===== src/rtl/hazard_ctrl_pkg.sv =====
// Shared types and constants for the pipeline hazard controller.
package hazard_ctrl_pkg;

  localparam int unsigned REG_W = 5;
  localparam int unsigned FWD_W_BITS = 2;

  typedef enum logic [1:0] {
    IDLE     = 2'd0,
    MEM_WAIT = 2'd1,
    MEM_ERR  = 2'd2
  } memState_t;

  localparam logic [FWD_W_BITS-1:0] FWD_RF = 2'b00;
  localparam logic [FWD_W_BITS-1:0] FWD_W  = 2'b01;
  localparam logic [FWD_W_BITS-1:0] FWD_M  = 2'b10;

endpackage


===== src/rtl/hazard_ctrl_fwd_sel.sv =====
// Forwarding select for one Execute-stage source operand; M beats W, x0 never forwarded.
module fwd_sel
  import hazard_ctrl_pkg::*;
(
  input  logic [REG_W-1:0]      RsE,
  input  logic [REG_W-1:0]      RdM,
  input  logic [REG_W-1:0]      RdW,
  input  logic                  RegWriteM,
  input  logic                  RegWriteW,
  output logic [FWD_W_BITS-1:0] ForwardE
);

  always_comb begin
    ForwardE = FWD_RF;
    if (RegWriteM && (RdM != '0) && (RdM == RsE)) begin
      ForwardE = FWD_M;
    end else if (RegWriteW && (RdW != '0) && (RdW == RsE)) begin
      ForwardE = FWD_W;
    end
  end

endmodule


===== src/rtl/hazard_ctrl.sv =====
// Stall/flush/forward control for the 5-stage core with a data-memory wait-state FSM.
// Optional stall/flush performance counters under HAZARD_PERF_CNT_EN.
module hazard_ctrl
  import hazard_ctrl_pkg::*;
#(
  parameter int unsigned MEM_TIMEOUT = 16,
  parameter int unsigned CNT_W       = $clog2(MEM_TIMEOUT) + 1
) (
  input  logic                  clk,
  input  logic                  reset,
  input  logic [REG_W-1:0]      Rs1D,
  input  logic [REG_W-1:0]      Rs2D,
  input  logic [REG_W-1:0]      Rs1E,
  input  logic [REG_W-1:0]      Rs2E,
  input  logic [REG_W-1:0]      RdE,
  input  logic [REG_W-1:0]      RdM,
  input  logic [REG_W-1:0]      RdW,
  input  logic                  RegWriteM,
  input  logic                  RegWriteW,
  input  logic                  ResultSrcE0,
  input  logic                  PCSrcE,
  input  logic                  MemReqM,
  input  logic                  MemReadyM,
  output logic                  StallF,
  output logic                  StallD,
  output logic                  StallE,
  output logic                  StallM,
  output logic                  FlushD,
  output logic                  FlushE,
  output logic                  FlushW,
  output logic [FWD_W_BITS-1:0] ForwardAE,
  output logic [FWD_W_BITS-1:0] ForwardBE,
  output logic                  MemErr
`ifdef HAZARD_PERF_CNT_EN
  ,
  output logic [31:0]           StallCnt,
  output logic [31:0]           FlushCnt
`endif
);

  memState_t        state;
  memState_t        stateNext;
  logic [CNT_W-1:0] waitCnt;
  logic [CNT_W-1:0] waitCntNext;
  logic             memErrNext;
  logic             memStall;
  logic             lwStall;

  always_ff @(posedge clk or negedge reset) begin
    if (!reset) begin
      state   <= IDLE;
      waitCnt <= '0;
      MemErr  <= 1'b0;
    end else begin
      state   <= stateNext;
      waitCnt <= waitCntNext;
      MemErr  <= memErrNext;
    end
  end

  // Wait-state sequencing; MEM_ERR is only left through reset.
  always_comb begin
    stateNext   = state;
    waitCntNext = waitCnt;
    memErrNext  = MemErr;
    case (state)
      IDLE: begin
        if (MemReqM && !MemReadyM) begin
          stateNext   = MEM_WAIT;
          waitCntNext = CNT_W'(1);
        end
      end
      MEM_WAIT: begin
        if (MemReadyM) begin
          stateNext   = IDLE;
          waitCntNext = '0;
        end else if (waitCnt == CNT_W'(MEM_TIMEOUT - 1)) begin
          stateNext  = MEM_ERR;
          memErrNext = 1'b1;
        end else begin
          waitCntNext = waitCnt + CNT_W'(1);
        end
      end
      MEM_ERR: begin
        memErrNext = 1'b1;
      end
      default: begin
        stateNext   = IDLE;
        waitCntNext = '0;
      end
    endcase
  end

  always_comb begin
    memStall = 1'b0;
    case (state)
      IDLE:     memStall = MemReqM && !MemReadyM;
      MEM_WAIT: memStall = !MemReadyM;
      MEM_ERR:  memStall = 1'b1;
      default:  memStall = 1'b0;
    endcase
  end

  assign lwStall = ResultSrcE0 && (RdE != '0) && ((Rs1D == RdE) || (Rs2D == RdE));

  // memStall dominates: a frozen back end must not take bubbles from D/E.
  assign StallF = lwStall | memStall;
  assign StallD = lwStall | memStall;
  assign StallE = memStall;
  assign StallM = memStall;
  assign FlushW = memStall;
  assign FlushD = PCSrcE & ~memStall;
  assign FlushE = (lwStall | PCSrcE) & ~memStall;

  fwd_sel u_fwdA (
    .RsE      (Rs1E),
    .RdM      (RdM),
    .RdW      (RdW),
    .RegWriteM(RegWriteM),
    .RegWriteW(RegWriteW),
    .ForwardE (ForwardAE)
  );

  fwd_sel u_fwdB (
    .RsE      (Rs2E),
    .RdM      (RdM),
    .RdW      (RdW),
    .RegWriteM(RegWriteM),
    .RegWriteW(RegWriteW),
    .ForwardE (ForwardBE)
  );

`ifdef HAZARD_PERF_CNT_EN
  always_ff @(posedge clk or negedge reset) begin
    if (!reset) begin
      StallCnt <= '0;
      FlushCnt <= '0;
    end else begin
      if (StallF) StallCnt <= StallCnt + 32'd1;
      if (FlushE) FlushCnt <= FlushCnt + 32'd1;
    end
  end
`endif

endmodule


===== config.mk =====
export PLATFORM = sky130hd
export DESIGN_NAME = hazard_ctrl
export DESIGN_NICKNAME = d
export VERILOG_FILES = /design/src/rtl/hazard_ctrl_pkg.sv /design/src/rtl/hazard_ctrl_fwd_sel.sv /design/src/rtl/hazard_ctrl.sv
export SDC_FILE = /design/constraint.sdc
export NUM_CORES = 1
export LEC_CHECK = 0
export CORE_UTILIZATION = 33
export DETAILED_ROUTE_END_ITERATION = 7
export HOLD_SLACK_MARGIN = 0.15
export MAX_ROUTING_LAYER = met4
export PLACE_DENSITY = 0.77
export SYNTH_ARGS = -nofsm -noshare
export SYNTH_HDL_FRONTEND = slang
export SYNTH_SLANG_ARGS = --single-unit

===== constraint.sdc =====
create_clock -name clk -period 1.9 [get_ports clk]
set_input_delay 0.475 -clock clk [delete_from_list [all_inputs] [get_ports clk]]
set_output_delay 0.475 -clock clk [all_outputs]
set_load 0.02 [all_outputs]

==> results of run 1 <==
-- cell usage after synthesis (all sizes together) (3+ instances only) --
| cell | count | share of area (%) |
|---|---|---|
| o21ai | 4 | 2.8 |
| o22ai | 4 | 2.9 |
| nor2 | 5 | 2.2 |
| nand3 | 3 | 1.7 |
| xor2 | 25 | 26 |
| xnor2 | 7 | 7.1 |
| dfrtp | 8 | 23 |
| buf | 4 | 3.2 |
| a21oi | 3 | 1.7 |
| nor4 | 4 | 4.4 |
| or4 | 5 | 4.4 |
| nand2 | 7 | 3.1 |
-- through the flow --
step           setup TNS [ns]  instance area (um^2)  hold slack [ns]  util (%)  setup WS (ns)
2_1_floorplan          -0.417                   907            0.179         -         -0.143
3_3_place_gp            -9.97                  1650            0.457      66.6          -1.13
3_5_place_dp           -10.16                  1650            0.468      66.6          -1.15
4_1_cts                 -1.83                  1780            0.482      71.9         -0.471
5_1_grt                 -1.98                  1850            0.502      74.6         -0.359
6_report                -1.57                  1850            0.476      74.6         -0.303
-- cell type report --
| class | instances | area [um^2] | area share (%) |
|---|---|---|---|
| Tap cell | 30 | 37.5 | 2.03 |
| Inverter | 2 | 7.51 | 0.406 |
| Multi-Input combinational cell | 85 | 820 | 44.3 |
| Sequential cell | 8 | 200 | 10.8 |
| Timing Repair Buffer | 87 | 761 | 41.2 |
| Clock buffer | 3 | 22.5 | 1.22 |
-- power by group --
group	internal (mW)	switching [mW]
clock network	0.0731	0.0701
logic	0.209	0.169
registers	0.181	0.0125
-- flip-flops by register name (all words and copies together) (netlist names) --
register	count
waitCnt	5
state	2
MemErr	1
-- cells by family after synthesis --
kind of cell	after synthesis	share of synthesized area, %
compound gates	16	12.2
xor+xnor	32	32.7
fa+ha+maj	2	2.91
buf+inv	7	4.52
flops	8	23.3
mux	1	1.17
simple gates	34	23.2
-- worst paths after layout --
kind,start,endpoint,depth (start not counted)
setup / recovery,RdW[2],ForwardBE[0],6
hold / removal,reset,waitCnt[4]$_DFFE_PN0P_,1
setup reg to reg,waitCnt[0]$_DFFE_PN0P_,waitCnt[0]$_DFFE_PN0P_,6
hold reg to reg,MemErr$_DFFE_PN0P_,MemErr$_DFFE_PN0P_,1
max in group asynchronous,reset,waitCnt[0]$_DFFE_PN0P_,1
min in group clk,MemErr$_DFFE_PN0P_,MemErr$_DFFE_PN0P_,1
-- per-layer routing --
layer,track usage (%),vias to the layer above,part of all wire (%)
met5,-,-,0
met2,44.7,50,57
met1,22.9,534,34
met3,4.60,15,4.8
met4,8.77,0,4.0
li1,-,524,-
-- repair_timing --
item,4_1_cts,5_1_grt
buffers inserted,6,2
setup endpoints to repair,11,9
gates resized for setup,170,39
pin swaps,30,21
==> summary.md, run 1 <==
| Metric | Value |
|---|---|
| Status | finished with violations |
| Violated checks | negative setup slack |
| Initial Util | between 30% and 40% |
| Most common cell after layout, fill and taps aside | buf_4 |
| Height of the die | 53 um |
| Kind of critical path | input pin to primary output |
| Clock transition at path regs | 0.06 ns |
| Clk_lat worst skew | between 0.2 and 0.3 ns |
| Max IR drop VDD | 410 uV |
| Top FF cell, synth | dfrtp_1 |
| Min Tclk post-route | about 2.2 ns |
| Top delay family on crit path | simple AND/OR/NAND/NOR gates |
| Layout cell share with drive strength beyond 1 | 54.1% |
| Distinct cells, synth | 33 |
| TritonRoute pass-1 iters | 4 |
| Static Leak | 0.855 nW |
| Max Cap Viol | 0 |
| Number of flops mapped to enable cells by yosys | 0 |
| Post-Route Skew | 0.00933 ns |
| Critical-path cell list | clkbuf_2 > or4_4 > o21ai_2 > or4_4 > nor4_4 > buf_4 |
| Via Count | 1123 |
| F_max | 0.454 GHz |
| Final WS setup | -0.303 ns |
| Post-Syn Instances | 100 |
| CP Launch Type | input pin |
| Mapped Avg Cell Area | 8.58 um^2 |
| Setup violators final | 8 |
| Total power after layout | 713 uW |
| Final nets | 232 |
| Slew @ Worst Pin | 0.364 ns |
| Layout filler cell count | 189 |
| Overflow after GRT | 0 |
| Sequential share of the synthesized area | 23.3% |
| Yosys warns | 0 |
| Critical path arrival | roughly 1.7 ns |
| DRC violations left | 0 |
| H-tree depth | 1 |
| First-pass GRT wire length | 4.47 mm |
| Tcrit/Tclk final | 116% |
| Core Area | between 2000 and 2500 um^2 |
| GRT Overall Usage | 23.4% |
| Maximum clock path buffer count | 2 |
| Die area | 2810 um^2 |
| Area Growth Syn to Fin | 115% |
| Root Driver | clkbuf_4 |
| Slew margin rel. | between 70% and 80% |
| Most frequent cells in the layout | buf_4 (26), xor2_1 (24), buf_6 (22), dlygate4sd2_1 (11), buf_2 (10) |
| CTS tree | done |
| Vias in the first global route | 1054 |
| WL final | 3.12 mm |
| Worst min path class | input pin to async pin |
| Fin. Hold Viols | 0 |
| Setup crit end kind | primary output |
| Ports | 55 |
| Syn_nets | 145 |
| DP HPWL | 2.35 mm |
| FP Rows | 18 |
| Diodes inserted | 0 |
| Vias per Instance | roughly 5.2 |
| Seq cells post-synth | 8 |
| Slowest stage delay, CP | 0.54 ns |
| Die W | 53 um |
| Crit-path most repeated cell | or4_4 |
| Max Slew Vio Count | 0 |
| Drt initial violations | 51 |
| Worst R2R Setup Slack | 0.13 ns |
| Non-Filler Instances | roughly 220 |
| Synthesized cell area | around 860 um^2 |
| RSZ-0062 raised after global routing | yes |
| WL/cell | between 10 and 15 um |
| CTS Hold Bufs | 0 |
| Placed Cells | 205 |
| CP max stage cell | or4_4 |
| Final ANT Viol Nets | 0 |
| CTS buffer count | 3 |
| GP Congestion | 0.783 |
| Ys async rst share | 100% |
| Buffers on Ports | between 50 and 60 |
| Critical-path maximum fanout | 2 |
| # clock sinks | 8 |
| Crit path buf inv count | 2 |
| Pwr dens | roughly 390 nW/um^2 |
| Largest net degree at the start of global routing | 10 |
| Critical path required time | 1.42 ns |
| Initial antenna violation count | 0 |
Power figures use the tool's default switching activity.
==> run 2: changes to the inputs <==
Settings changed: CORE_UTILIZATION 33 to 36, PLACE_DENSITY 0.77 to 0.8.
Clock period 1.9 ns to 2.2 ns, I/O delays scaled along.
==> summary.md, run 2 (synthesis results as in run 1) <==
| Metric | Value |
|---|---|
| Critical path required time | 1.65 ns (was 1.42 ns) |
| Crit path buf inv count | 3 (was 2) |
| Most frequent cells in the layout | buf_4 (29), xor2_1 (23), dlygate4sd2_1 (16), buf_6 (14), dfrtp_1 (8) (was buf_4 (26), xor2_1 (24), buf_6 (22), dlygate4sd2_1 (11), buf_2 (10)) |
| Clk pwr share | 19.4% (was 20.1%) |
| Met1 WL | 1.26 mm (was 1.05 mm) |
| Height of the die | 50.8 um (was 53 um) |
| Die area | 2580 um^2 (was 2810 um^2) |
| CP Launch Point | RdW[3] (was RdW[2]) |
| Clock transition at path regs | 0.05 ns (was 0.06 ns) |
| Setup violators final | 5 (was 8) |
| RSZ-0062 raised after global routing | yes (unchanged) |
| Vias in the first global route | 1151 (was 1054) |
| Core Area | 2230 um^2 (was 2480 um^2) |
| Overflow after GRT | 0 (unchanged) |
| DR WL met2 | 1.64 mm (was 1.79 mm) |
| DRC violations left | 0 (unchanged) |
| Final ANT Viol Nets | 0 (unchanged) |
| Critical-path cell list | buf_6 > buf_6 > xor2_1 > or4_1 > nor4_2 > buf_4 (was clkbuf_2 > or4_4 > o21ai_2 > or4_4 > nor4_4 > buf_4) |
| CTS tree | done (unchanged) |
| Critical path arrival | 1.87 ns (was 1.73 ns) |
| Slowest stage delay, CP | 0.52 ns (was 0.54 ns) |
| F_max | 0.413 GHz |
| Max Cap Viol | 0 (unchanged) |
| CP Launch Type | input pin (unchanged) |
| Initial antenna violation count | 0 (unchanged) |
| RR Endpoint | waitCnt[0]$_DFFE_PN0P_ (unchanged) |
| Maximum clock path buffer count | 2 (unchanged) |
| Initial Util | 38.4% (was 34.6%) |
| CTS Hold Bufs | 0 (unchanged) |
| Critical-path maximum fanout | 2 (unchanged) |
| CP max stage cell | or4_1 (was or4_4) |
| Worst R2R Setup Slack | 0.44 ns (was 0.13 ns) |
| Ports | 55 (unchanged) |
| Violated checks | negative setup slack (unchanged) |
| Drt initial violations | 17 (was 51) |
| Status | finished with violations (unchanged) |
| TritonRoute pass-1 iters | 4 (unchanged) |
| Tcrit/Tclk final | 110% |
| Sw Share | 34.1% (was 35.2%) |
| # clock sinks | 8 (unchanged) |
| H-tree depth | 1 (unchanged) |
| Psw | 197 uW (was 251 uW) |
| Buffers on Ports | 54 (unchanged) |
| Critical R2R Launch | waitCnt[0]$_DFFE_PN0P_ (unchanged) |
| Worst setup path end | ForwardAE[0] (was ForwardBE[0]) |
| Slew margin rel. | 74.7% (was 75.1%) |
| Diodes inserted | 0 (unchanged) |
| Clk_lat worst skew | 0.25 ns (was 0.27 ns) |
| Die W | 50.8 um (was 53 um) |
| Largest regs | waitCnt (5), state (2), MemErr (1) (unchanged) |
| Max reg flops | 5 (unchanged) |
| Final WS setup | -0.219 ns (was -0.303 ns) |
| Static Leak | 0.811 nW (was 0.855 nW) |
| Final nets | 228 (was 232) |
| Largest net degree at the start of global routing | 10 (unchanged) |
| Min Tclk post-route | 2.42 ns |
| Highest routed layer | met4 (unchanged) |
| Root Driver | clkbuf_4 (unchanged) |
| Most common cell after layout, fill and taps aside | buf_4 (unchanged) |
| FP Rows | 17 (was 18) |
| Post-Route Skew | 0.00199 ns (was 0.00933 ns) |
| Part of the power in registers | 28.9% (was 27.1%) |
| DP HPWL | 2.34 mm (was 2.35 mm) |
| Internal Power | 379 uW (was 462 uW) |
| Top delay family on crit path | simple AND/OR/NAND/NOR gates (unchanged) |
| Layout cell share with drive strength beyond 1 | 47.5% (was 54.1%) |
| Logic pwr share | 51.7% (was 52.9%) |
| Slew @ Worst Pin | 0.379 ns (was 0.364 ns) |
| Placed Area | 1600 um^2 (was 1650 um^2) |
| WL/cell | 14.5 um (about the same) |
| Pwr dens | 329 nW/um^2 (was 386 nW/um^2) |
| Max Slew Vio Count | 0 (unchanged) |
| Max IR drop VDD | 244 uV (was 410 uV) |
| Minimum hold slack | 0.468 ns (was 0.476 ns) |
| Fin. Hold Viols | 0 (unchanged) |
| First-pass GRT wire length | 4.84 mm (was 4.47 mm) |
| Setup crit end kind | primary output (unchanged) |
| Reg2Reg Depth | 6 (unchanged) |
| CTS buffer count | 3 (unchanged) |
| Area Growth Syn to Fin | 104% (was 115%) |
| Vias per Instance | 5.04 (was 5.22) |
| WP depth | 6 (unchanged) |
| Via Count | 1053 (was 1123) |
| Reg with most FFs | waitCnt (unchanged) |
| Kind of critical path | input pin to primary output (unchanged) |
| Layout filler cell count | 151 (was 189) |
| Worst min path class | flip-flop to flip-flop (was input pin to async pin) |
| GRT Overall Usage | 25.4% (was 23.4%) |
| Met3 WL | 116 um (was 149 um) |
| WL final | 3.03 mm (was 3.12 mm) |
| Finished Cell Area | 1750 um^2 (was 1850 um^2) |
| Crit-path most repeated cell | buf_6 (was or4_4) |
| GP Congestion | 0.780 (was 0.783) |
-- run 2: stage by stage --
step           worst slack [ns]  util (%)  cells  setup TNS, ns  power, mW
3_5_place_dp              -1.09      71.7    200          -8.14      0.441
4_1_cts                  -0.327      75.2    206         -0.868      0.558
6_report                 -0.219      78.3    209         -0.588      0.576
2_1_floorplan            -0.110         -    100         -0.110      0.277
3_3_place_gp              -1.06      71.7    200          -7.84      0.429
5_1_grt                  -0.248      78.3    209         -0.757      0.604
-- run 2: per-layer routing --
metal / GRT usage [%] / vias up
met5: - / -
met3: 1.49 / 4
li1: - / 517
met2: 50.0 / 36
met1: 27.5 / 496
met4: 6.02 / 0
-- run 2: worst reg2reg max path: cells and delay by family (launching register included) --
kind | cells | cell delay, ns
AND/OR/NAND/NOR | 2 | 0.39
flip-flops | 1 | 0.42
AO/OA/AOI/OAI | 2 | 0.32
adder cells (fa/ha/maj) | 2 | 0.52
-- run 2: what timing repair did --
item,4_1_cts,5_1_grt
endpoints found under the setup margin,11,8
buffers inserted,4,4
pin swaps,28,17
gates resized for setup,136,38
-- run 2: worst min path at each step --
stage | start | depth (start not counted) | endpoint
final | MemErr$_DFFE_PN0P_ | 1 | MemErr$_DFFE_PN0P_
after global routing | MemErr$_DFFE_PN0P_ | 1 | MemErr$_DFFE_PN0P_
after CTS | MemErr$_DFFE_PN0P_ | 1 | MemErr$_DFFE_PN0P_
after detailed placement | MemErr$_DFFE_PN0P_ | 1 | MemErr$_DFFE_PN0P_
after global placement | MemErr$_DFFE_PN0P_ | 1 | MemErr$_DFFE_PN0P_
after floorplan | reset | 0 | MemErr$_DFFE_PN0P_
-- run 2: power groups by stage --
| stage | Clock [mW] | Sequential, mW | Combinational [mW] |
|---|---|---|---|
| after floorplan | 0 | 0.166 | 0.111 |
| after global placement | 0 | 0.167 | 0.262 |
| after detailed placement | 0 | 0.168 | 0.273 |
| after CTS | 0.115 | 0.165 | 0.277 |
| after global routing | 0.120 | 0.168 | 0.316 |
| final | 0.112 | 0.167 | 0.298 |
-- run 2: cell type report --
class / instances / area, um^2 / area share [%]
multi-input combinational: 85 / 782 / 44.7
timing repair buffer: 83 / 702 / 40.1
sequential: 8 / 200 / 11.4
tap: 28 / 35.0 / 2.00
clock buffer: 3 / 22.5 / 1.29
inverter: 2 / 7.51 / 0.429
